==> src/rtl/mem_core_ctrl.sv <==
// -----------------------------------------------------------------------------
// mem_core_ctrl
//
// Row-oriented memory core controller. Accepts one read/write request at a
// time and sequences it as ACT (row open) -> ACCESS (RE or WE strobe) ->
// PRE (row closed). A free-running refresh timer raises a refresh request
// every REF_INTERVAL cycles. The refresh is served from IDLE by holding one
// row open in REF and then precharging. Refresh rows are walked round-robin.
//
// Handshake: req_valid/req_ready follow strict valid/ready semantics. A
// request transfers on a rising clk edge where both are 1. The requester must
// hold req_valid, req_write and req_row stable until that edge. After the
// transfer the controller keeps its own copies, so later changes on the
// request inputs have no effect on the access in flight.
//
// Ports
//   clk          in   clock, all state changes on the rising edge
//   rst_n        in   asynchronous active-low reset
//   req_valid    in   access request present
//   req_ready    out  controller can accept a request (IDLE, no refresh due)
//   req_write    in   1 = write, 0 = read; sampled on accept
//   req_row      in   target row; sampled on accept
//   RowAddrEn    out  one-hot row enable to the core
//   RE / WE      out  read / write enable to the core (ACCESS cycle only)
//   rsp_done     out  one-cycle pulse in the first PRE cycle after ACCESS
//   rsp_write    out  write bit of the completed access, valid with rsp_done
//   busy         out  state is not IDLE
//   ref_overrun  out  sticky: refresh timer expired while a refresh was due
// -----------------------------------------------------------------------------
module mem_core_ctrl #(
    parameter int ROW_ADDR_BITWIDTH = 8,
    parameter int T_RCD             = 2,
    parameter int T_RP              = 2,
    parameter int T_RAS_REF         = 3,
    parameter int REF_INTERVAL      = 64
) (
    input  logic                                clk,
    input  logic                                rst_n,
    input  logic                                req_valid,
    output logic                                req_ready,
    input  logic                                req_write,
    input  logic [ROW_ADDR_BITWIDTH-1:0]        req_row,
    output logic [(2**ROW_ADDR_BITWIDTH)-1:0]   RowAddrEn,
    output logic                                RE,
    output logic                                WE,
    output logic                                rsp_done,
    output logic                                rsp_write,
    output logic                                busy,
    output logic                                ref_overrun
);

    localparam int PH_MAX_A = (T_RCD > T_RP) ? T_RCD : T_RP;
    localparam int PH_MAX   = (PH_MAX_A > T_RAS_REF) ? PH_MAX_A : T_RAS_REF;
    localparam int PH_W     = $clog2(PH_MAX + 1);
    localparam int RC_W     = $clog2(REF_INTERVAL);

    // Phase counters are loaded with (length - 1) and count down to 0.
    localparam logic [PH_W-1:0] RCD_LOAD = PH_W'(T_RCD - 1);
    localparam logic [PH_W-1:0] RP_LOAD  = PH_W'(T_RP - 1);
    localparam logic [PH_W-1:0] RAS_LOAD = PH_W'(T_RAS_REF - 1);
    localparam logic [RC_W-1:0] REF_LOAD = RC_W'(REF_INTERVAL - 1);

    typedef enum logic [2:0] {
        ST_IDLE   = 3'd0,
        ST_ACT    = 3'd1,
        ST_ACCESS = 3'd2,
        ST_PRE    = 3'd3,
        ST_REF    = 3'd4
    } state_e;

    state_e                         state_q, state_d;
    logic [PH_W-1:0]                ph_cnt_q, ph_cnt_d;
    logic [ROW_ADDR_BITWIDTH-1:0]   row_q, row_d;
    logic                           wr_q, wr_d;
    logic [ROW_ADDR_BITWIDTH-1:0]   ref_ptr_q, ref_ptr_d;
    logic                           ref_pend_q, ref_pend_d;
    logic                           ref_ovr_q, ref_ovr_d;
    logic [RC_W-1:0]                ref_cnt_q, ref_cnt_d;
    logic                           done_q, done_d;

    logic                           ref_expire;
    logic                           ref_leave;

    assign ref_expire = (ref_cnt_q == '0);
    assign ref_leave  = (state_q == ST_REF) && (ph_cnt_q == '0);

    // ------------------------------------------------------------------
    // State and datapath registers
    // ------------------------------------------------------------------
    always_ff @(posedge clk or negedge rst_n) begin
        if (!rst_n) begin
            state_q    <= ST_IDLE;
            ph_cnt_q   <= '0;
            row_q      <= '0;
            wr_q       <= 1'b0;
            ref_ptr_q  <= '0;
            ref_pend_q <= 1'b0;
            ref_ovr_q  <= 1'b0;
            ref_cnt_q  <= REF_LOAD;
            done_q     <= 1'b0;
        end else begin
            state_q    <= state_d;
            ph_cnt_q   <= ph_cnt_d;
            row_q      <= row_d;
            wr_q       <= wr_d;
            ref_ptr_q  <= ref_ptr_d;
            ref_pend_q <= ref_pend_d;
            ref_ovr_q  <= ref_ovr_d;
            ref_cnt_q  <= ref_cnt_d;
            done_q     <= done_d;
        end
    end

    // ------------------------------------------------------------------
    // Next-state logic
    // ------------------------------------------------------------------
    always_comb begin
        state_d  = state_q;
        ph_cnt_d = ph_cnt_q;
        row_d    = row_q;
        wr_d     = wr_q;
        unique case (state_q)
            ST_IDLE: begin
                // A due refresh wins over a simultaneous request.
                if (ref_pend_q) begin
                    state_d  = ST_REF;
                    ph_cnt_d = RAS_LOAD;
                end else if (req_valid) begin
                    state_d  = ST_ACT;
                    ph_cnt_d = RCD_LOAD;
                    row_d    = req_row;
                    wr_d     = req_write;
                end
            end
            ST_ACT: begin
                if (ph_cnt_q == '0) begin
                    state_d = ST_ACCESS;
                end else begin
                    ph_cnt_d = ph_cnt_q - 1'b1;
                end
            end
            ST_ACCESS: begin
                state_d  = ST_PRE;
                ph_cnt_d = RP_LOAD;
            end
            ST_PRE: begin
                if (ph_cnt_q == '0) begin
                    state_d = ST_IDLE;
                end else begin
                    ph_cnt_d = ph_cnt_q - 1'b1;
                end
            end
            ST_REF: begin
                if (ph_cnt_q == '0) begin
                    state_d  = ST_PRE;
                    ph_cnt_d = RP_LOAD;
                end else begin
                    ph_cnt_d = ph_cnt_q - 1'b1;
                end
            end
            default: begin
                state_d  = ST_IDLE;
                ph_cnt_d = '0;
            end
        endcase
    end

    // Refresh bookkeeping runs in every state.
    always_comb begin
        ref_cnt_d  = ref_expire ? REF_LOAD : (ref_cnt_q - 1'b1);
        // A new expiry re-arms the request even on the edge that retires
        // the previous refresh.
        ref_pend_d = ref_expire | (ref_pend_q & ~ref_leave);
        // An expiry that finds the flag still set is a missed refresh, even
        // if that refresh is finishing on the same edge.
        ref_ovr_d  = ref_ovr_q | (ref_expire & ref_pend_q);
        ref_ptr_d  = ref_leave ? (ref_ptr_q + 1'b1) : ref_ptr_q;
        // rsp_done is the registered "was in ACCESS" flag, so it lands in the
        // first PRE cycle after an access and never after REF.
        done_d     = (state_q == ST_ACCESS);
    end

    // ------------------------------------------------------------------
    // Outputs, decoded from registered state so reset clears them at once
    // ------------------------------------------------------------------
    always_comb begin
        RowAddrEn = '0;
        RE        = 1'b0;
        WE        = 1'b0;
        unique case (state_q)
            ST_ACT: begin
                RowAddrEn[row_q] = 1'b1;
            end
            ST_ACCESS: begin
                RowAddrEn[row_q] = 1'b1;
                RE               = ~wr_q;
                WE               = wr_q;
            end
            ST_REF: begin
                RowAddrEn[ref_ptr_q] = 1'b1;
            end
            default: begin
                RowAddrEn = '0;
            end
        endcase
        req_ready   = (state_q == ST_IDLE) && !ref_pend_q;
        busy        = (state_q != ST_IDLE);
        rsp_done    = done_q;
        rsp_write   = done_q & wr_q;
        ref_overrun = ref_ovr_q;
    end

endmodule
==> config.mk <==
export PLATFORM = sky130hd
export DESIGN_NAME = mem_core_ctrl
export DESIGN_NICKNAME = d
export VERILOG_FILES = /design/src/rtl/mem_core_ctrl.sv
export SDC_FILE = /design/constraint.sdc
export NUM_CORES = 1
export LEC_CHECK = 0
export BUFFER_PORTS_ARGS = -buffer_cell sky130_fd_sc_hd__buf_4
export CAP_MARGIN = 40
export CORE_AREA = 2 2 106 108
export DETAILED_ROUTE_END_ITERATION = 8
export DIE_AREA = 0 0 108 110
export HOLD_SLACK_MARGIN = 0.15
export PLACE_DENSITY = 0.78
export SYNTH_ARGS = -nofsm -noshare
export SYNTH_HDL_FRONTEND = slang
export SYNTH_SLANG_ARGS = --single-unit
==> constraint.sdc <==
create_clock -name clk -period 1.8 [get_ports clk]
set_input_delay 0.09 -clock clk [delete_from_list [all_inputs] [get_ports clk]]
set_output_delay 0.09 -clock clk [all_outputs]
set_load 0.005 [all_outputs]
==> flow_metrics.tcl, run 1 <==
set metrics [dict create \
    die_x_um 108 \
    worst_endpoint "RowAddrEn[3]" \
    synthTopCellsByArea "o22ai_1 (39%), dfrtp_1 (15%), nand2_1 (9.3%)" \
    syn_nets 643 \
    worstEndpointType "top-level output" \
    ys_seq_area_share_pct 18.9 \
    rows 38 \
    dpl_cell_area_sq_um 6880 \
    ios 275 \
    dp_hpwl_um 19500 \
    syn_inst 623 \
    yosysUniqueCellTypes 42 \
    synth_area_sq_um 4140 \
    yosysWarnings 0 \
    dp_slack_ps -113 \
    cts.path.max_buffers 2 \
    synth-edff-count 0 \
    cts-root-buf "clkbuf_8" \
    grt_max_degree 35 \
    async_flop_share_pct 100 \
    first-error "[ERROR GRT-0232] Routing congestion too high. Check the congestion heatmap in the GUI." \
    die_y_um 110 \
    yosys_register_bits 31 \
    cts_buffers 5 \
    status "did not finish" \
    cts_htree_levels 2 \
    clock-sinks 31 \
    grt-ovfl-total 42 \
    routabilityCongestion 0.984 \
    synthFlopType "dfrtp_1" \
    yosysTopAreaCellShare_pct 38.6 \
    yosysTopAreaCell "o22ai_1" \
    start_util_pct 38.7 \
    haltStage "5_1_grt" \
    io_buffers 274 \
    grt_usage_pct 80.1 \
    syn_area_per_cell_sq_um 6.64 \
]
## per-layer routing
layer | track usage [%] | overflow
met4 | 80.2 | 17
met2 | 93.7 | 21
met3 | 70.4 | 2
met5 | 42.4 | 0
met1 | 78.1 | 2
## kinds of logic after synthesis
family,Yosys count,synth area share [%]
adder cells (fa/ha/maj),8,2.42
AO/OA/AOI/OAI,272,41.4
multiplexers,10,2.72
buffers and inverters,78,7.59
XOR/XNOR,12,2.54
flip-flops,31,18.9
AND/OR/NAND/NOR,212,24.4
## Yosys cell counts (7+ instances only)
cell type and instances:
nand2_1 102, o22ai_1 255, nand2b_1 13, buf_2 11
ha_1 8, xnor2_1 7, inv_1 8, clkbuf_1 52
nor2b_1 8, nor2_1 20, mux2_2 10, nor3_1 9
dfrtp_1 25, nand3_1 33
## timing repair
item,4_1_cts
buffers inserted,15
cloned,10
gates resized for setup,245
hold buffers,11
setup endpoints to repair,265
pin swaps,15
hold endpoints to repair,41
## metrics by stage
step	TNS, ps	utilization (%)	cells
after global placement	-4040	64.3	1055
after floorplan	0	-	623
after CTS	-78480	81.5	1099
after detailed placement	-4520	64.3	1055
==> run 2: changes to the inputs <==
- CORE_AREA: 2 2 106 108 -> 2 2 105 107
- DIE_AREA: 0 0 108 110 -> 0 0 107 109
- HOLD_SLACK_MARGIN: 0.15 -> not set
- PLACE_DENSITY: 0.78 -> not set
- PLACE_DENSITY_LB_ADDON: not set -> 0.15
- clock period: 1.8 -> 2.3 ns (I/O delays scaled with it)
==> run 2 against run 1 <==
  * The flow now finishes, with violations (negative setup slack)
  * Area after synthesis did not move
  * Synthesized cell count unchanged
==> flow_metrics.tcl, run 2 <==
set metrics [dict create \
    status "finished, violations left" \
    violations "negative setup slack" \
    finalSetupTns_ps -243 \
    yosysTopAreaCell "o22ai_1" \
    yosysMostFrequentCell "o22ai_1" \
    drtPass1Iterations 7 \
    routabilityCongestion 1.00 \
    startpoint "state_q[0]$_DFFE_PN0P_" \
    setup_viol_count_final 18 \
    slew_violations 0 \
    clock-sinks 31 \
    hold_path_depth 2 \
    grt_pass1_vias 6273 \
    r2r_start "state_q[1]$_DFFE_PN0P_" \
    clkTransAtPathRegs_ps 80 \
    critPathKind "reg2out" \
    yosys_register_bits 31 \
    critPathMaxStageDelay_ps 480 \
    r2r-end "row_q[5]$_DFFE_PN0P_" \
    layout.nets 907 \
    crit_buf_inv 2 \
    rows 38 \
    die_y_um 109 \
    cts_buffers 5 \
    ios 275 \
    fin_ws_ps -36.9 \
    clock_skew_ps 10.1 \
    critPathSlowestCell "or3b_4" \
    cts_tree "yes" \
    hold_path.class "in2reg" \
    grt-ovfl-total 0 \
    fin_crit_sh_pct 102 \
    area_delta_synth_final_pct 68.8 \
    crit_required_ps 2180 \
    start_util_pct 39.0 \
    drv_cap 0 \
    synthAdderAreaFrac_pct 2.42 \
    worst_pin_slew_ps 534 \
    hold_path_end "wr_q$_DFFE_PN0P_" \
    reg_top3 "ref_ptr_q x8, row_q x8, ref_cnt_q x6" \
    reg2reg_depth 5 \
    synthFlopType "dfrtp_1" \
    cts.path.max_buffers 2 \
    fin_total_pwr_mw 4.30 \
    finalCriticalPeriod_ps 2340 \
    final_cell_mix "buf_4 (319), o22ai_1 (231), nand2_1 (94), nand3_1 (23), o22ai_2 (23)" \
    die_x_um 107 \
    critPathArrivalTime_ps 2220 \
    synth_top_family_by_area "compound AO/OA/AOI/OAI gates" \
    synth-edff-count 0 \
    die_area_sq_um 11700 \
    vias 7079 \
    core_area_sq_um 10600 \
    io_buffers 274 \
    crit_path_end_kind "output port" \
    diodes 0 \
    yosysUniqueCellTypes 42 \
    ys_seq_area_share_pct 18.9 \
    final_common_cell "buf_4" \
    grt_usage_pct 40.5 \
    rsz0062_at_grt "yes" \
    hold_start "req_write" \
    final_hold_viol_count 0 \
    critPathMaxFanout 16 \
    dp_slack_ps 134 \
    syn_inst 623 \
    cts-root-buf "clkbuf_8" \
    drive_gt1_share_pct 47.2 \
    wl_per_cell_um 24.8 \
    leakagePower_nw 2.83 \
    antenna_found_initial 0 \
    yosysWarnings 0 \
    cts_htree_levels 2 \
    clk_latency_ps 300 \
    synth_compound_area_share_pct 41.4 \
    drt_iter0_drc 1208 \
    synthMuxAreaShare_pct 2.72 \
    synthSimpleGateAreaFrac_pct 24.4 \
    via_per_inst 6.89 \
    syn_area_per_cell_sq_um 6.64 \
    slew_headroom_pct 64.3 \
    synth_area_sq_um 4140 \
    worstPathCellList "or3b_4 > nor3b_4 > buf_6 > nand2_4 > o22ai_1 > buf_4" \
    async_flop_share_pct 100 \
    final_cells 1028 \
    critical-path-top-delay-family "simple AND/OR/NAND/NOR gates" \
    rrSetupSlack_ps 320 \
    cp-start-kind "register" \
    dp_cells 1014 \
    ir_worst_vdd_v 0.000615 \
    postRouteAntennaNets 0 \
    grt_max_degree 65 \
    post-route-drc-count 0 \
    power_density_nw_per_um2 615 \
    syn_nets 643 \
    yosysTopAreaCellShare_pct 38.6 \
    yosys.area_share.xor_xnor_pct 2.54 \
    synth_common_cells "o22ai_1 (255), nand2_1 (102), clkbuf_1 (52)" \
    max_freq_mhz 428 \
    synthTopCellsByArea "o22ai_1 (39%), dfrtp_1 (15%), nand2_1 (9.3%)" \
    wl_um 25500 \
    grt_first_pass_wirelength_um 36300 \
    dp_hpwl_um 18800 \
]
-- run 2: final cells by class --
class	count	area, sq um
clock buffers	5	68.8
clock inverters	3	23.8
fillers	947	3620
multi-input cells	514	3380
flip-flops and latches	31	788
well taps	140	175
inverters	8	30.0
repair buffers	327	2510
-- run 2: worst register-to-register path, stage by stage, from the launching register on --
cell and delay [ps]:
dfrtp_2 460, buf_4 190, nor3_1 320, inv_1 130, or2_2 440, mux2_2 310
-- run 2: repair_timing --
action / 4_1_cts / 5_1_grt
hold buffers: 1 / 0
gates cloned: 0 / 0
endpoints found under the setup margin: 173 / 227
pin swaps: 1 / 4
endpoints found under the hold margin: 25 / 0
buffers inserted: 2 / 3
resized for setup: 26 / 49
-- run 2: metal layers --
metal	part of all wire, %	up-vias	global-route usage (%)	wire (um)
li1	-	2977	-	-
met5	0	-	0	0
met1	36	3268	52.1	9260
met3	13	142	9.68	3340
met4	5.1	0	18.8	1290
met2	46	692	64.4	11600
-- run 2: logic make-up (layout without fill, tap and decap cells) --
| kind of cell | count (synthesis) | in the layout |
|---|---|---|
| AOI/OAI and AO/OA | 272 | 272 |
| and+or+nand+nor | 212 | 212 |
| buffers and inverters | 78 | 343 |
| DFF | 31 | 31 |
| xor gates and xnor gates | 12 | 12 |
| muxes | 10 | 10 |
| adders and majority gates | 8 | 8 |
-- run 2: stage by stage --
| stage | hold slack (ps) | area [sq um] | util [%] |
|---|---|---|---|
| final | 38.4 | 6980 | 65.9 |
| after global routing | 36.3 | 6980 | 65.9 |
| after CTS | 34.8 | 6700 | 63.2 |
| after detailed placement | 77.8 | 6470 | 61.0 |
| after global placement | 70.3 | 6470 | 61.0 |
| after floorplan | -181 | 4140 | - |
-- run 2: power by group --
group | total, mW | internal [mW] | switching (mW)
Sequential | 0.867 | 0.674 | 0.193
Combinational | 2.97 | 1.04 | 1.92
Clock | 0.466 | 0.216 | 0.250
-- run 2: worst max-delay path by stage --
stage	to	cells after the start	slack, ps
2_1_floorplan	row_q[0]$_DFFE_PN0P_	6	550
6_report	RowAddrEn[182]	6	-40
5_1_grt	RowAddrEn[187]	6	-80
4_1_cts	RowAddrEn[65]	5	-70
3_5_place_dp	RowAddrEn[129]	5	130
3_3_place_gp	RowAddrEn[61]	7	130
(Power assumes the default switching activity.)
==> run 3: changes to the inputs <==
- BUFFER_PORTS_ARGS: -buffer_cell sky130_fd_sc_hd__buf_4 -> -buffer_cell sky130_fd_sc_hd__buf_2
- CORE_AREA: 2 2 105 107 -> not set
- CORE_UTILIZATION: not set -> 35
- DIE_AREA: 0 0 107 109 -> not set
==> run 3 against run 2 <==
  * The run still ends with negative setup slack left
  * Worst setup slack gained 26 ps
  * Global-route usage decreased by 2.6 points
  * Largest power group unchanged
  * Highest routed layer unchanged
  * Clock skew down 5.2 ps
  * Non-clock buffer count unchanged
==> flow_metrics.tcl, run 3 (synthesis results as in run 2) <==
set metrics [dict create \
    status "finished, violations left" \
    violations "negative setup slack" \
    diodes 0 \
    critical-path-top-delay-family "buffers and inverters" \
    rsz0062_at_grt "yes" \
    io_buffers 274 \
    critPathSlowestCell "dfrtp_2" \
    die_area_sq_um 12300 \
    drt_iter0_drc 1312 \
    grt_pass1_vias 6336 \
    leakagePower_nw 2.82 \
    rrSetupSlack_ps 350 \
    critPathMaxStageDelay_ps 440 \
    final_hold_viol_count 0 \
    power_frac_comb_pct 65.3 \
    cts-root-buf "clkbuf_16" \
    n_fill_cell 1179 \
    crit_cells 6 \
    finalSetupTns_ps -18.8 \
    post-route-drc-count 0 \
    worstPathCellList "xnor2_1 > nor2_2 > nand3b_1 > buf_8 > o22ai_1 > buf_2" \
    slew_headroom_pct 48.6 \
    start_util_pct 36.1 \
    crit_path_end_kind "output port" \
    die_x_um 111 \
    r2r-end "row_q[4]$_DFFE_PN0P_" \
    hold_path.class "in2reg" \
    p_int_mw 2.05 \
    startpoint "state_q[1]$_DFFE_PN0P_" \
    grt_max_degree 65 \
    core_area_sq_um 11500 \
    grt_usage_pct 37.9 \
    cts_htree_levels 2 \
    slew_violations 0 \
    reg_top3 "ref_ptr_q x8, row_q x8, ref_cnt_q x6" \
    reg2reg_depth 5 \
    cts_buffers 5 \
    wl_per_cell_um 24.0 \
    power_density_nw_per_um2 703 \
    postRouteAntennaNets 0 \
    cts.path.max_buffers 2 \
    final_cell_mix "buf_2 (274), o22ai_1 (245), nand2_1 (91), buf_4 (45), nand3_1 (25)" \
    clock-sinks 31 \
    dp_hpwl_um 18200 \
    antenna_found_initial 0 \
    grt-ovfl-total 0 \
    vias 6953 \
    via_per_inst 6.74 \
    critPathKind "reg2out" \
    drv_cap 0 \
    wl_um 24800 \
    netSwitchingFraction_pct 53.0 \
    final_cells 1031 \
    die_y_um 111 \
    ir_worst_vdd_v 0.000642 \
    critPathArrivalTime_ps 2200 \
    ios 275 \
    max_freq_mhz 433 \
    critPathMaxFanout 64 \
    clockPowerShare_pct 15.3 \
    dp_cells 1015 \
    r2r_start "state_q[2]$_DFFE_PN0P_" \
    layout.nets 907 \
    endpoint "RowAddrEn[49]" \
    crit_required_ps 2180 \
    final_common_cell "buf_2" \
    clkTransAtPathRegs_ps 60 \
    clock_skew_ps 4.95 \
    crit_buf_inv 2 \
    worst_pin_slew_ps 772 \
    finalCriticalPeriod_ps 2310 \
    seqPwrFrac_pct 19.4 \
    switchingPower_mw 2.31 \
    fin_util_pct 54.1 \
    routabilityCongestion 0.963 \
    fin_ws_ps -11.2 \
    area_delta_synth_final_pct 50.0 \
    cts_tree "yes" \
    drive_gt1_share_pct 44.7 \
    setup_viol_count_final 3 \
    clk_latency_ps 280 \
    grt_first_pass_wirelength_um 36500 \
    drtPass1Iterations 8 \
    rows 39 \
    cp-start-kind "register" \
    fin_crit_sh_pct 100 \
]
[run 3: cell count changes in the layout (fill, tap and decap cells not counted), sizes merged]
cell | previous run | this run
clkinv | 0 | 1
inv | 9 | 8
[run 3: power by group through the flow]
stage,Sequential [mW],Combinational (mW),Clock (mW)
final,0.845,2.85,0.668
after global routing,0.869,2.98,0.696
after CTS,0.840,2.65,0.675
after detailed placement,0.847,2.57,0
after global placement,0.835,2.57,0
after floorplan,0.793,1.72,0
[run 3: per-stage QoR]
| stage | total power [mW] | cell area (sq um) | setup WS (ps) | hold WS (ps) |
|---|---|---|---|---|
| 4_1_cts | 4.16 | 6060 | -113 | 58.8 |
| 3_3_place_gp | 3.40 | 5790 | 186 | 211 |
| 3_5_place_dp | 3.42 | 5790 | 137 | 225 |
| 2_1_floorplan | 2.51 | 4140 | 545 | -181 |
| 5_1_grt | 4.55 | 6200 | -61.0 | 58.8 |
| 6_report | 4.36 | 6200 | -11.2 | 64.4 |
[run 3: worst min path at each step]
stage	end	slack, ps	startpoint	depth (start not counted)
4_1_cts	row_q[0]$_DFFE_PN0P_	60	req_row[0]	2
6_report	row_q[0]$_DFFE_PN0P_	60	req_row[0]	2
2_1_floorplan	ph_cnt_q[0]$_DFFE_PN0P_	-180	rst_n	0
5_1_grt	row_q[0]$_DFFE_PN0P_	60	req_row[0]	2
3_3_place_gp	rsp_done$_DFF_PN0_	210	rst_n	1
3_5_place_dp	wr_q$_DFFE_PN0P_	230	rst_n	1
[run 3: repair_timing]
item                                    4_1_cts  5_1_grt
endpoints found under the hold margin        25        0
pin swaps                                     2        4
endpoints found under the setup margin      128      194
gates resized for setup                      20       28
hold buffers                                  1        0
setup buffers                                 4        3
[run 3: area by class of cell]
class	instances	area [sq um]	share of cell area, %
Timing Repair Buffer	327	1840	29.6
Sequential cell	31	788	12.7
Clock inverter	3	20.0	0.323
Clock buffer	5	125	2.02
Multi-Input combinational cell	514	3230	52.0
Tap cell	143	179	2.88
Inverter	8	30.0	0.484
[run 3: metal layers]
metal,up-vias,share of wire [%],global-route usage (%),wire length (um)
met4,0,4.6,18.7,1150
met5,-,0,0,0
li1,2987,-,-,-
met3,118,11,5.69,2720
met2,636,46,62.0,11400
met1,3212,39,48.6,9560
